--- src/rtl/pipe_pkg.sv ---
// Shared definitions for the elastic pipeline register: FSM encodings and
// the default carried word width.
package pipe_pkg;

    localparam int DATA_WIDTH = 32;

    // 2'b11 is unused; the control FSM recovers from it to EMPTY.
    typedef enum logic [1:0] {
        EMPTY = 2'b00,
        MAIN  = 2'b01,
        BOTH  = 2'b10
    } skid_state_t;

endpackage

--- src/rtl/pipe_skid_register_storage.sv ---
// Parameterised storage register with load enable; clears to zero on reset.
module pipe_skid_register_storage #(
    parameter int size = 32
) (
    input  logic            clock,
    input  logic            reset,
    input  logic            load,
    input  logic [size-1:0] d,
    output logic [size-1:0] q
);

    always_ff @(posedge clock or posedge reset) begin
        if (reset) begin
            q <= '0;
        end else if (load) begin
            q <= d;
        end
    end

endmodule

--- src/rtl/pipe_skid_register.sv ---
// Elastic pipeline register with a two-entry skid buffer so that inReady is
// a flop while throughput stays at one word per cycle.
//
// Handshake: a word moves across an interface on a rising clock edge where
// both valid and ready are high; valid and data must stay put until that
// edge, and the producer must not derive inValid/regIn from inReady.
module pipe_skid_register
    import pipe_pkg::*;
#(
    parameter int size = DATA_WIDTH
) (
    input  logic            clock,
    input  logic            reset,
    input  logic            inValid,
    output logic            inReady,
    input  logic [size-1:0] regIn,
    output logic            outValid,
    input  logic            outReady,
    output logic [size-1:0] regOut,
    input  logic            flush
);

    skid_state_t     state;
    skid_state_t     state_next;
    logic            in_ready_q;
    logic            out_valid_q;
    logic            accept;
    logic            deliver;
    logic            load_main;
    logic            load_skid;
    logic            main_sel_skid;
    logic [size-1:0] main_d;
    logic [size-1:0] main_q;
    logic [size-1:0] skid_q;

    assign accept   = inValid & in_ready_q;
    assign deliver  = out_valid_q & outReady;
    assign inReady  = in_ready_q;
    assign outValid = out_valid_q;
    assign regOut   = main_q;
    assign main_d   = main_sel_skid ? skid_q : regIn;

    always_ff @(posedge clock or posedge reset) begin
        if (reset) begin
            state       <= EMPTY;
            out_valid_q <= 1'b0;
            in_ready_q  <= 1'b1;
        end else begin
            state       <= state_next;
            out_valid_q <= (state_next != EMPTY);
            in_ready_q  <= (state_next != BOTH);
        end
    end

    // Flush overrides everything; regOut keeps its stale value.
    always_comb begin
        state_next    = state;
        load_main     = 1'b0;
        load_skid     = 1'b0;
        main_sel_skid = 1'b0;
        if (flush) begin
            state_next = EMPTY;
        end else begin
            case (state)
                EMPTY: begin
                    if (accept) begin
                        state_next = MAIN;
                        load_main  = 1'b1;
                    end
                end
                MAIN: begin
                    if (accept && deliver) begin
                        load_main = 1'b1;
                    end else if (accept) begin
                        state_next = BOTH;
                        load_skid  = 1'b1;
                    end else if (deliver) begin
                        state_next = EMPTY;
                    end
                end
                BOTH: begin
                    if (deliver) begin
                        state_next    = MAIN;
                        load_main     = 1'b1;
                        main_sel_skid = 1'b1;
                    end
                end
                default: state_next = EMPTY;
            endcase
        end
    end

    pipe_skid_register_storage #(.size(size)) u_main (
        .clock (clock),
        .reset (reset),
        .load  (load_main),
        .d     (main_d),
        .q     (main_q)
    );

    pipe_skid_register_storage #(.size(size)) u_skid (
        .clock (clock),
        .reset (reset),
        .load  (load_skid),
        .d     (regIn),
        .q     (skid_q)
    );

endmodule

--- config.mk ---
export PLATFORM = sky130hd
export DESIGN_NAME = pipe_skid_register
export DESIGN_NICKNAME = d
export VERILOG_FILES = /design/src/rtl/pipe_pkg.sv /design/src/rtl/pipe_skid_register_storage.sv /design/src/rtl/pipe_skid_register.sv
export SDC_FILE = /design/constraint.sdc
export NUM_CORES = 1
export LEC_CHECK = 0
export BUFFER_PORTS_ARGS = -buffer_cell sky130_fd_sc_hd__buf_2
export CAP_MARGIN = 5
export CORE_ASPECT_RATIO = 1.5
export CORE_MARGIN = 2
export CORE_UTILIZATION = 53
export CTS_CLUSTER_DIAMETER = 150
export DETAILED_ROUTE_END_ITERATION = 16
export GPL_ROUTABILITY_DRIVEN = 1
export PLACE_DENSITY = 0.85
export SKIP_CTS_REPAIR_TIMING = 1
export SLEW_MARGIN = 20
export SYNTH_ARGS = -nofsm -noshare
export SYNTH_HDL_FRONTEND = slang
export SYNTH_SLANG_ARGS = --single-unit
--- constraint.sdc ---
create_clock -name clock -period 2.2 [get_ports clock]
set_input_delay 0.11 -clock clock [delete_from_list [all_inputs] [get_ports clock]]
set_output_delay 0.11 -clock clock [all_outputs]
set_load 0.01 [all_outputs]
==> results of run 1 <==
## flip-flops by register name, summed over array words and instances (netlist names)
register / cells
inReady: 1
u_skid.q: 32
u_main.q: 32
outValid: 1
state: 2
## cells by family after synthesis
| family | after synthesis | synth area share, % |
|---|---|---|
| and+or+nand+nor | 45 | 6.71 |
| DFF | 68 | 56.0 |
| buffers and inverters | 14 | 3.46 |
| muxes | 64 | 22.4 |
| AOI/OAI and AO/OA | 41 | 11.4 |
## layer usage
metal	vias to the layer above	wire, µm
li1	963	-
met1	970	2250
met2	46	3080
met3	9	220
met4	0	116
met5	-	0
## power breakdown
group	internal, mW	total, mW	switching (mW)
logic	0.458	0.874	0.416
clock network	0.638	1.09	0.455
registers	1.66	1.87	0.216
## synthesized netlist by cell type (all sizes together)
cell / count
a221oi: 1
nand3b: 1
nand4b: 1
o21ba: 1
inv: 1
a21o: 1
mux2i: 32
a21boi: 1
nand4: 1
nor2: 34
nand2b: 1
mux2: 32
a21bo: 1
dfrtp: 67
buf: 13
dfstp: 1
a21oi: 36
nand2: 4
nand3: 3
## cell type report
class                   instances  share of cell area, %
flip-flops and latches         68                   46.3
multi-input cells             150                   33.8
repair buffers                 78                   11.6
clock buffers                  10                   3.47
clock inverters                 6                   2.42
well taps                      70                   2.38
inverters                       1                  0.102
## worst paths after layout
path,slack [ps],startpoint,cells after the start,endpoint
worst max register to register,410,state[1],5,u_main.q[30]
min in group asynchronous,400,reset,4,u_skid.q[23]
max in group asynchronous,1450,reset,4,inReady
worst min register to register,510,u_skid.q[6],1,u_skid.q[6]
worst min-delay path,20,regIn[26],2,u_skid.q[26]
worst max-delay path,410,state[1],5,u_main.q[30]
## layout by cell type, fill, tap and decap left out, types with 2 or more instances in the layout
cell / instances
clkinvlp_4: 2
buf_4: 6
bufinv_16: 2
dfrtp_1: 67
nand3_1: 2
mux2i_1: 32
nand2_1: 4
mux2_2: 32
a21oi_2: 28
a21oi_1: 8
buf_2: 70
clkbuf_8: 9
nor2_1: 33
==> run_results.csv, run 1 <==
group,metric,value,unit
run_status,status,"complete, no violations",
logic_synthesis,yosysSeqAreaShare,56.0,%
setup_path,end_kind,"flop",
floorplan,floorplan.die_area,6370,µm²
place,dp_hpwl,3900,µm
layout,n_antenna_cell,0,
global_routing,use_met1,23.0,%
timing,layout_min_cycle_time,1790,ps
hold_path,hold_path.class,"input port to flop",
floorplan,num_rows,33,
global_routing,grt-ovfl-total,0,
detailed_routing,vias,1988,
layout,multi_input_area,1240,µm²
setup_path,startpoint_type,"flop",
place,gp_congestion,0.784,
timing,finalMaxSlewViolations,0,
logic_synthesis,synth-seq-cells,68,
floorplan,die_w,65.8,µm
detailed_routing,drcViolationCount,0,
place,dp_cells,366,
floorplan,initial_core_util,55.3,%
clocking,root_buffer,"clkbuf_8",
logic_synthesis,avgSynthCellArea,13.1,µm²
timing,totalNegativeSetupSlack,0,ps
global_routing,grt_busiest_layer,"met2",
place,place_area,3450,µm²
setup_path,crit_required,2450,ps
detailed_routing,dr.pass1.iters,4,
place,io_buffers,70,
layout,final_area,3680,µm²
floorplan,die_h,96.7,µm
timing,finalSetupViolCount,0,
power,p_leak,1.58,nW
logic_synthesis,synth_cell_types,23,
flow_run,cap_viol_max_count,0,
detailed_routing,viasPerCell,5.19,
timing,hold_viol,0,
timing,tightest_slew,473,ps
logic_synthesis,yosysTopAreaCell,"dfrtp_1",
logic_synthesis,synth_nets,269,
detailed_routing,ant_nets,0,
timing,max_freq,559,MHz
setup_path,path_cells,"nand3b_1 -> a221oi_4 -> buf_4 -> nor2_1 -> a21oi_1",
floorplan,design.core.area,5490,µm²
place,pre_cts_ws,426,ps
logic_synthesis,synthTopCellsByArea,"dfrtp_1, mux2_2, mux2i_1",
global_routing,grt_use_total,19.6,%
power,pwr_density_cell,1040,nW/µm²
global_routing,grt_max_degree,69,
logic_synthesis,synth.top_cell.area_share,55.2,%
layout,nNetsFinal,345,
layout,syn_to_final_growth,21.0,%
detailed_routing,drt_iter0_drc,117,
power,ir_worst_vdd,0.774,mV
clocking,clkTransAtPathRegs,80,ps
timing,maxSlewHeadroom,68.5,%
timing,rsz0062_at_grt,"false",
clocking,cts_sinks,68,
clocking,clk_path_buf_depth,2,
timing,fin_hold_ws,21.1,ps
layout,post-route-util,67.0,%
clocking,cts_buffers,9,
floorplan,pin_count,71,
setup_path,slowest_stage,"dfrtp_1",
clocking,clk_latency,330,ps
timing,worst_slack,410,ps
detailed_routing,wl,5670,µm
setup_path,criticalPathCategory,"flop to flop",
layout,drive_above_1_share,51.1,%
logic_synthesis,synth_area,3040,µm²
power,power,3.84,mW
detailed_routing,wl_per_cell,14.8,µm
global_routing,antenna_found_initial,0,
global_routing,gr-usage-met3,4.53,%
layout,layout.cells.non_filler,383,
timing,period_share,81.4,%
setup_path,path_buf_inv,1,
setup_path,arrival,2040,ps
global_routing,grt_pass1_wl,9530,µm
global_routing,grt_pass1_vias,2081,
setup_path,cp_max_fo,40,
clocking,cts_tree,"built",
global_routing,use_met2,32.9,%
layout,fillers,410,
clocking,ctsHtreeMaxLevel,3,
logic_synthesis,syn_inst,232,
setup_path,cpPeakStageDelay,470,ps
timing,fin_worst_skew,8.21,ps
setup_path,critical-path-top-delay-family,"flip-flops",
logic_synthesis,yosysWarnings,0,
layout,ff_latch_area,1700,µm²
No activity file was read; power rests on OpenSTA's default activity.
==> run 2: changes to the inputs <==
--- a/config.mk
+++ b/config.mk
@@ -5,15 +5,16 @@
 export SDC_FILE = /design/constraint.sdc
 export NUM_CORES = 1
 export LEC_CHECK = 0
+export ABC_AREA = 1
 export BUFFER_PORTS_ARGS = -buffer_cell sky130_fd_sc_hd__buf_2
 export CAP_MARGIN = 5
 export CORE_ASPECT_RATIO = 1.5
 export CORE_MARGIN = 2
-export CORE_UTILIZATION = 53
+export CORE_UTILIZATION = 54
 export CTS_CLUSTER_DIAMETER = 150
 export DETAILED_ROUTE_END_ITERATION = 16
 export GPL_ROUTABILITY_DRIVEN = 1
-export PLACE_DENSITY = 0.85
+export PLACE_DENSITY = 0.86
 export SKIP_CTS_REPAIR_TIMING = 1
 export SLEW_MARGIN = 20
 export SYNTH_ARGS = -nofsm -noshare
==> constraint.sdc (replaced) <==
create_clock -name clock -period 1.67 [get_ports clock]
set_input_delay 0.0835 -clock clock [delete_from_list [all_inputs] [get_ports clock]]
set_output_delay 0.0835 -clock clock [all_outputs]
set_load 0.01 [all_outputs]
==> run_results.csv, run 2 <==
group,metric,value,unit
run_status,status,"complete, but fails checks",
run_status,violations,"hold timing",
place,dp_hpwl,4670,µm
setup_path,path_buf_inv,2,
layout,final_area,3960,µm²
layout,biggestRegsByFlops,"u_main.q: 32 flops, u_skid.q: 32 flops, state: 2 flops",
setup_path,startpoint_type,"flop",
logic_synthesis,yosysSeqAreaShare,54.7,%
setup_path,critical-path-top-delay-family,"simple AND/OR/NAND/NOR gates",
power,pwr_density_cell,1270,nW/µm²
detailed_routing,dr.pass1.iters,4,
layout,final_cell_mix,"nand2_1, buf_2, dfrtp_1",
setup_path,cpPeakStageDelay,390,ps
detailed_routing,drcViolationCount,0,
global_routing,grt_pass1_wl,12400,µm
setup_path,r2r_setup_slack,130,ps
clocking,cts_buffers,9,
setup_path,cp_max_fo,32,
detailed_routing,viasPerCell,5.06,
timing,hold_viol,7,
logic_synthesis,synth.top_cell.area_share,53.8,%
global_routing,antenna_found_initial,0,
clocking,clk_latency,350,ps
layout,drive_above_1_share,21.1,%
setup_path,arrival,1820,ps
layout,layout.cells.non_filler,582,
detailed_routing,wl,7440,µm
clocking,clkTransAtPathRegs,70,ps
clocking,ctsHtreeMaxLevel,3,
floorplan,pin_count,71,
floorplan,num_rows,33,
logic_synthesis,synth_cell_types,16,
power,ir_worst_vdd,0.747,mV
detailed_routing,drt_iter0_drc,178,
timing,totalNegativeSetupSlack,0,ps
setup_path,path_cells,"nand2_1 -> nand2_1 -> nand2_1 -> inv_2 -> nand2_2 -> buf_4 -> nand2_1 -> nand2_1",
flow_run,cap_viol_max_count,0,
timing,layout_min_cycle_time,1540,ps
logic_synthesis,synthTopCellsByArea,"dfrtp_1, nand2_1, nand3_1",
timing,period_share,92.5,%
place,dp_cells,540,
timing,fin_hold_ws,-27.3,ps
layout,nNetsFinal,544,
logic_synthesis,yosysWarnings,0,
clocking,clk_path_buf_depth,2,
logic_synthesis,synth_async_sr_flop_share,100,%
place,io_buffers,70,
logic_synthesis,synth_area,3120,µm²
logic_synthesis,yosysTopAreaCell,"dfrtp_1",
place,gp_congestion,0.839,
timing,rsz0062_at_grt,"false",
floorplan,die_w,66.0,µm
logic_synthesis,synth_common_cells,"nand2_1, dfrtp_1, nand3_1",
timing,maxSlewHeadroom,67.7,%
layout,layout_commonest_cell,"nand2_1",
global_routing,grt_pass1_vias,2789,
setup_path,crit_required,1940,ps
power,p_leak,2.29,nW
floorplan,die_h,97.0,µm
timing,max_freq,647,MHz
timing,finalMaxSlewViolations,0,
detailed_routing,ant_nets,0,
logic_synthesis,synth-seq-cells,68,
logic_synthesis,synth_top_flop_cell,"dfrtp_1",
floorplan,floorplan.die_area,6410,µm²
place,place_area,3530,µm²
global_routing,grt_max_degree,49,
setup_path,crit_top_cell,"nand2_1",
floorplan,initial_core_util,56.3,%
layout,syn_to_final_growth,27.1,%
detailed_routing,wl_per_cell,12.8,µm
global_routing,grt-ovfl-total,0,
logic_synthesis,synth_nets,448,
logic_synthesis,syn_inst,411,
clocking,cts_tree,"built",
layout,n_antenna_cell,0,
logic_synthesis,synth.most_common_cell,"nand2_1",
hold_path,hold_path.class,"input port to flop",
timing,tightest_slew,483,ps
setup_path,criticalPathCategory,"flop to flop",
logic_synthesis,synth_enable_flop_cells,0,
logic_synthesis,avgSynthCellArea,7.58,µm²
clocking,root_buffer,"clkbuf_8",
setup_path,slowest_stage,"dfrtp_1",
setup_path,end_kind,"flop",
clocking,cts_sinks,68,
global_routing,grt_use_total,24.8,%
floorplan,design.core.area,5530,µm²
timing,finalSetupViolCount,0,
detailed_routing,vias,2944,
timing,fin_worst_skew,9.18,ps
-- run 2: worst register-to-register path, delay by kind of cell, from the launching register on --
family        cells  cell delay, ps
flops             1             390
buf+inv           2             370
simple gates      6             720
-- run 2: layout make-up --
type	instances	area, µm²
Sequential cell	68	1700
Tap cell	70	87.6
Fill cell	440	1570
Inverter	11	47.5
Clock buffer	10	128
Clock inverter	6	41.3
Timing Repair Buffer	106	723
Multi-Input combinational cell	311	1230
-- run 2: logic make-up (layout without fill, tap and decap cells) --
kind of cell,count (synthesis),count (layout),synth area share (%)
compound gates,3,3,0.482
buf+inv,32,133,5.90
flops,68,68,54.7
simple gates,308,308,39.0
-- run 2: stage by stage --
stage,utilization [%],total power [mW],setup slack (ps)
detailed placement,63.7,3.82,115
floorplan,-,3.31,343
CTS,66.8,4.99,88.2
finish,71.6,5.01,125
global placement,63.7,3.73,184
global route,71.6,5.35,7.06
-- run 2: report_power, final --
group / switching [mW] / internal (mW) / total [mW]
logic: 0.737 / 0.534 / 1.27
registers: 0.330 / 2.25 / 2.58
clock network: 0.626 / 0.535 / 1.16
total: 1.69 / 3.31 / 5.01
-- run 2: final timing paths --
kind                             start            to  cells past startpoint
min in group asynchronous        reset   u_main.q[7]                      3
max in group asynchronous        reset       inReady                      4
max reg2reg                   outValid  u_main.q[27]                      8
min                          regIn[15]  u_skid.q[15]                      3
min reg2reg                u_skid.q[3]   u_skid.q[3]                      2
max                           outValid  u_main.q[27]                      8
-- run 2: per-layer routing --
layer	vias to the layer above	GRT usage (%)	part of all wire, %
met5	-	0	0
met4	0	11.0	2.4
met3	21	4.19	5.3
met2	107	40.9	50
met1	1375	31.6	42
li1	1441	-	-
==> run 3: changes to the inputs <==
--- a/config.mk
+++ b/config.mk
@@ -6,15 +6,15 @@
 export NUM_CORES = 1
 export LEC_CHECK = 0
 export ABC_AREA = 1
-export BUFFER_PORTS_ARGS = -buffer_cell sky130_fd_sc_hd__buf_2
 export CAP_MARGIN = 5
 export CORE_ASPECT_RATIO = 1.5
 export CORE_MARGIN = 2
-export CORE_UTILIZATION = 54
+export CORE_UTILIZATION = 40
 export CTS_CLUSTER_DIAMETER = 150
 export DETAILED_ROUTE_END_ITERATION = 16
+export DONT_BUFFER_PORTS = 1
 export GPL_ROUTABILITY_DRIVEN = 1
-export PLACE_DENSITY = 0.86
+export PLACE_DENSITY = 0.6
 export SKIP_CTS_REPAIR_TIMING = 1
 export SLEW_MARGIN = 20
 export SYNTH_ARGS = -nofsm -noshare
==> run_results.csv, run 3 (synthesized netlist as in run 2, its figures left out) <==
group,metric,value,unit
run_status,status,"complete, but fails checks",
run_status,violations,"hold timing",
detailed_routing,vias,2649,
global_routing,grt_pass1_vias,2541,
power,pwr_density_cell,1430,nW/µm²
layout,syn_to_final_growth,25.0,%
power,seqPwrFrac,49.3,%
clocking,cts_tree,"built",
global_routing,grt_pass1_wl,12600,µm
global_routing,grt_use_total,18.9,%
power,clkPwrFrac,35.1,%
place,gp_congestion,0.832,
power,p_comb_share,15.6,%
timing,rsz0062_at_grt,"false",
flow_run,cap_viol_max_count,0,
floorplan,initial_core_util,40.9,%
power,switching_power,1.65,mW
setup_path,criticalPathCategory,"flop to flop",
timing,period_share,87.5,%
timing,finalSetupViolCount,0,
detailed_routing,dr.pass1.iters,4,
timing,fin_worst_skew,2.11,ps
timing,hold_viol,6,
layout,drive_above_1_share,9.41,%
timing,maxSlewHeadroom,75.0,%
hold_path,hold_path.class,"input port to flop",
setup_path,crit_required,1940,ps
layout,fillers,767,
timing,fin_hold_ws,-48.3,ps
setup_path,arrival,1730,ps
power,netSwitchingFraction,29.8,%
setup_path,end_kind,"flop",
clocking,clk_latency,330,ps
timing,finalMaxSlewViolations,0,
clocking,clkTransAtPathRegs,50,ps
detailed_routing,drcViolationCount,0,
clocking,root_buffer,"clkbuf_16",
place,dp_cells,509,
global_routing,grt-ovfl-total,0,
clocking,clk_path_buf_depth,2,
power,p_leak,2.13,nW
layout,layout.cells.non_filler,559,
floorplan,design.core.area,7610,µm²
layout,n_antenna_cell,0,
floorplan,pin_count,71,
layout,final_cell_mix,"nand2_1, dfrtp_1, nand3_1, dlygate4sd3_1, buf_4",
detailed_routing,ant_nets,0,
layout,biggestRegsByFlops,"u_main.q: 32 flops, u_skid.q: 32 flops, state: 2 flops",
clocking,cts_sinks,68,
power,intPower,3.90,mW
place,io_buffers,0,
setup_path,cp_max_fo,15,
layout,nNetsFinal,489,
global_routing,antenna_found_initial,0,
timing,totalNegativeSetupSlack,0,ps
timing,layout_min_cycle_time,1460,ps
timing,max_freq,685,MHz
clocking,ctsHtreeMaxLevel,3,
detailed_routing,wl,7560,µm
floorplan,floorplan.die_area,8530,µm²
place,dp_hpwl,4820,µm
layout,layout_commonest_cell,"nand2_1",
detailed_routing,drt_iter0_drc,188,
detailed_routing,viasPerCell,4.74,
power,ir_worst_vdd,0.831,mV
timing,tightest_slew,375,ps
floorplan,num_rows,39,
clocking,cts_buffers,9,
setup_path,startpoint_type,"flop",
floorplan,die_w,76.1,µm
global_routing,grt_max_degree,69,
detailed_routing,wl_per_cell,13.5,µm
floorplan,die_h,112,µm
run 3: worst paths after layout:
kind / from / endpoint / slack (ps) / depth (start not counted)
hold / removal: regIn[29] / u_main.q[29] / -50 / 4
max in group asynchronous: reset / inReady / 1030 / 3
hold reg to reg: u_skid.q[17] / u_skid.q[17] / 470 / 2
setup reg to reg: inReady / u_skid.q[9] / 210 / 7
setup / recovery: inReady / u_skid.q[9] / 210 / 7
min in group asynchronous: reset / u_main.q[6] / 320 / 3
run 3: through the flow:
step | power (mW) | setup slack (ps) | instance area [µm²] | utilization [%] | hold slack, ps
final | 5.55 | 209 | 3890 | 51.2 | -48.3
after global routing | 5.92 | 49.6 | 3890 | 51.2 | 3.81
after CTS | 5.53 | 108 | 3550 | 46.7 | -261
after detailed placement | 3.55 | 122 | 3240 | 42.6 | 92.8
after global placement | 3.50 | 177 | 3240 | 42.6 | 86.4
after floorplan | 3.31 | 343 | 3120 | - | 200
run 3: power by group through the flow:
stage | clock network, mW | logic, mW | registers, mW
after global routing | 2.08 | 1.04 | 2.81
after CTS | 1.99 | 0.803 | 2.74
after detailed placement | 0 | 0.800 | 2.75
after floorplan | 0 | 0.656 | 2.66
after global placement | 0 | 0.765 | 2.73
final | 1.95 | 0.864 | 2.74
run 3: routing by layer:
layer  global-route usage (%)  wire length, µm  vias up
met5                        0                0        -
met4                     10.7              234        0
met2                     30.7             3700       63
li1                         -                -     1333
met3                     6.03              397       18
met1                     22.2             3230     1235
run 3: final cells by class:
cell class | instances | area [µm²] | area share [%]
clock buffers | 15 | 278 | 7.13
clock inverters | 1 | 30.0 | 0.771
inverters | 11 | 47.5 | 1.22
multi-input cells | 311 | 1230 | 31.5
flip-flops and latches | 68 | 1700 | 43.7
well taps | 102 | 128 | 3.28
repair buffers | 51 | 480 | 12.3
run 3: worst max-delay path, cell delays in order (launching register included):
cell and delay (ps):
dfstp_2 530, nand2_1 60, inv_1 70, nand2_1 90
nor2_4 230, buf_4 260, nand2_1 80, nand2_1 70
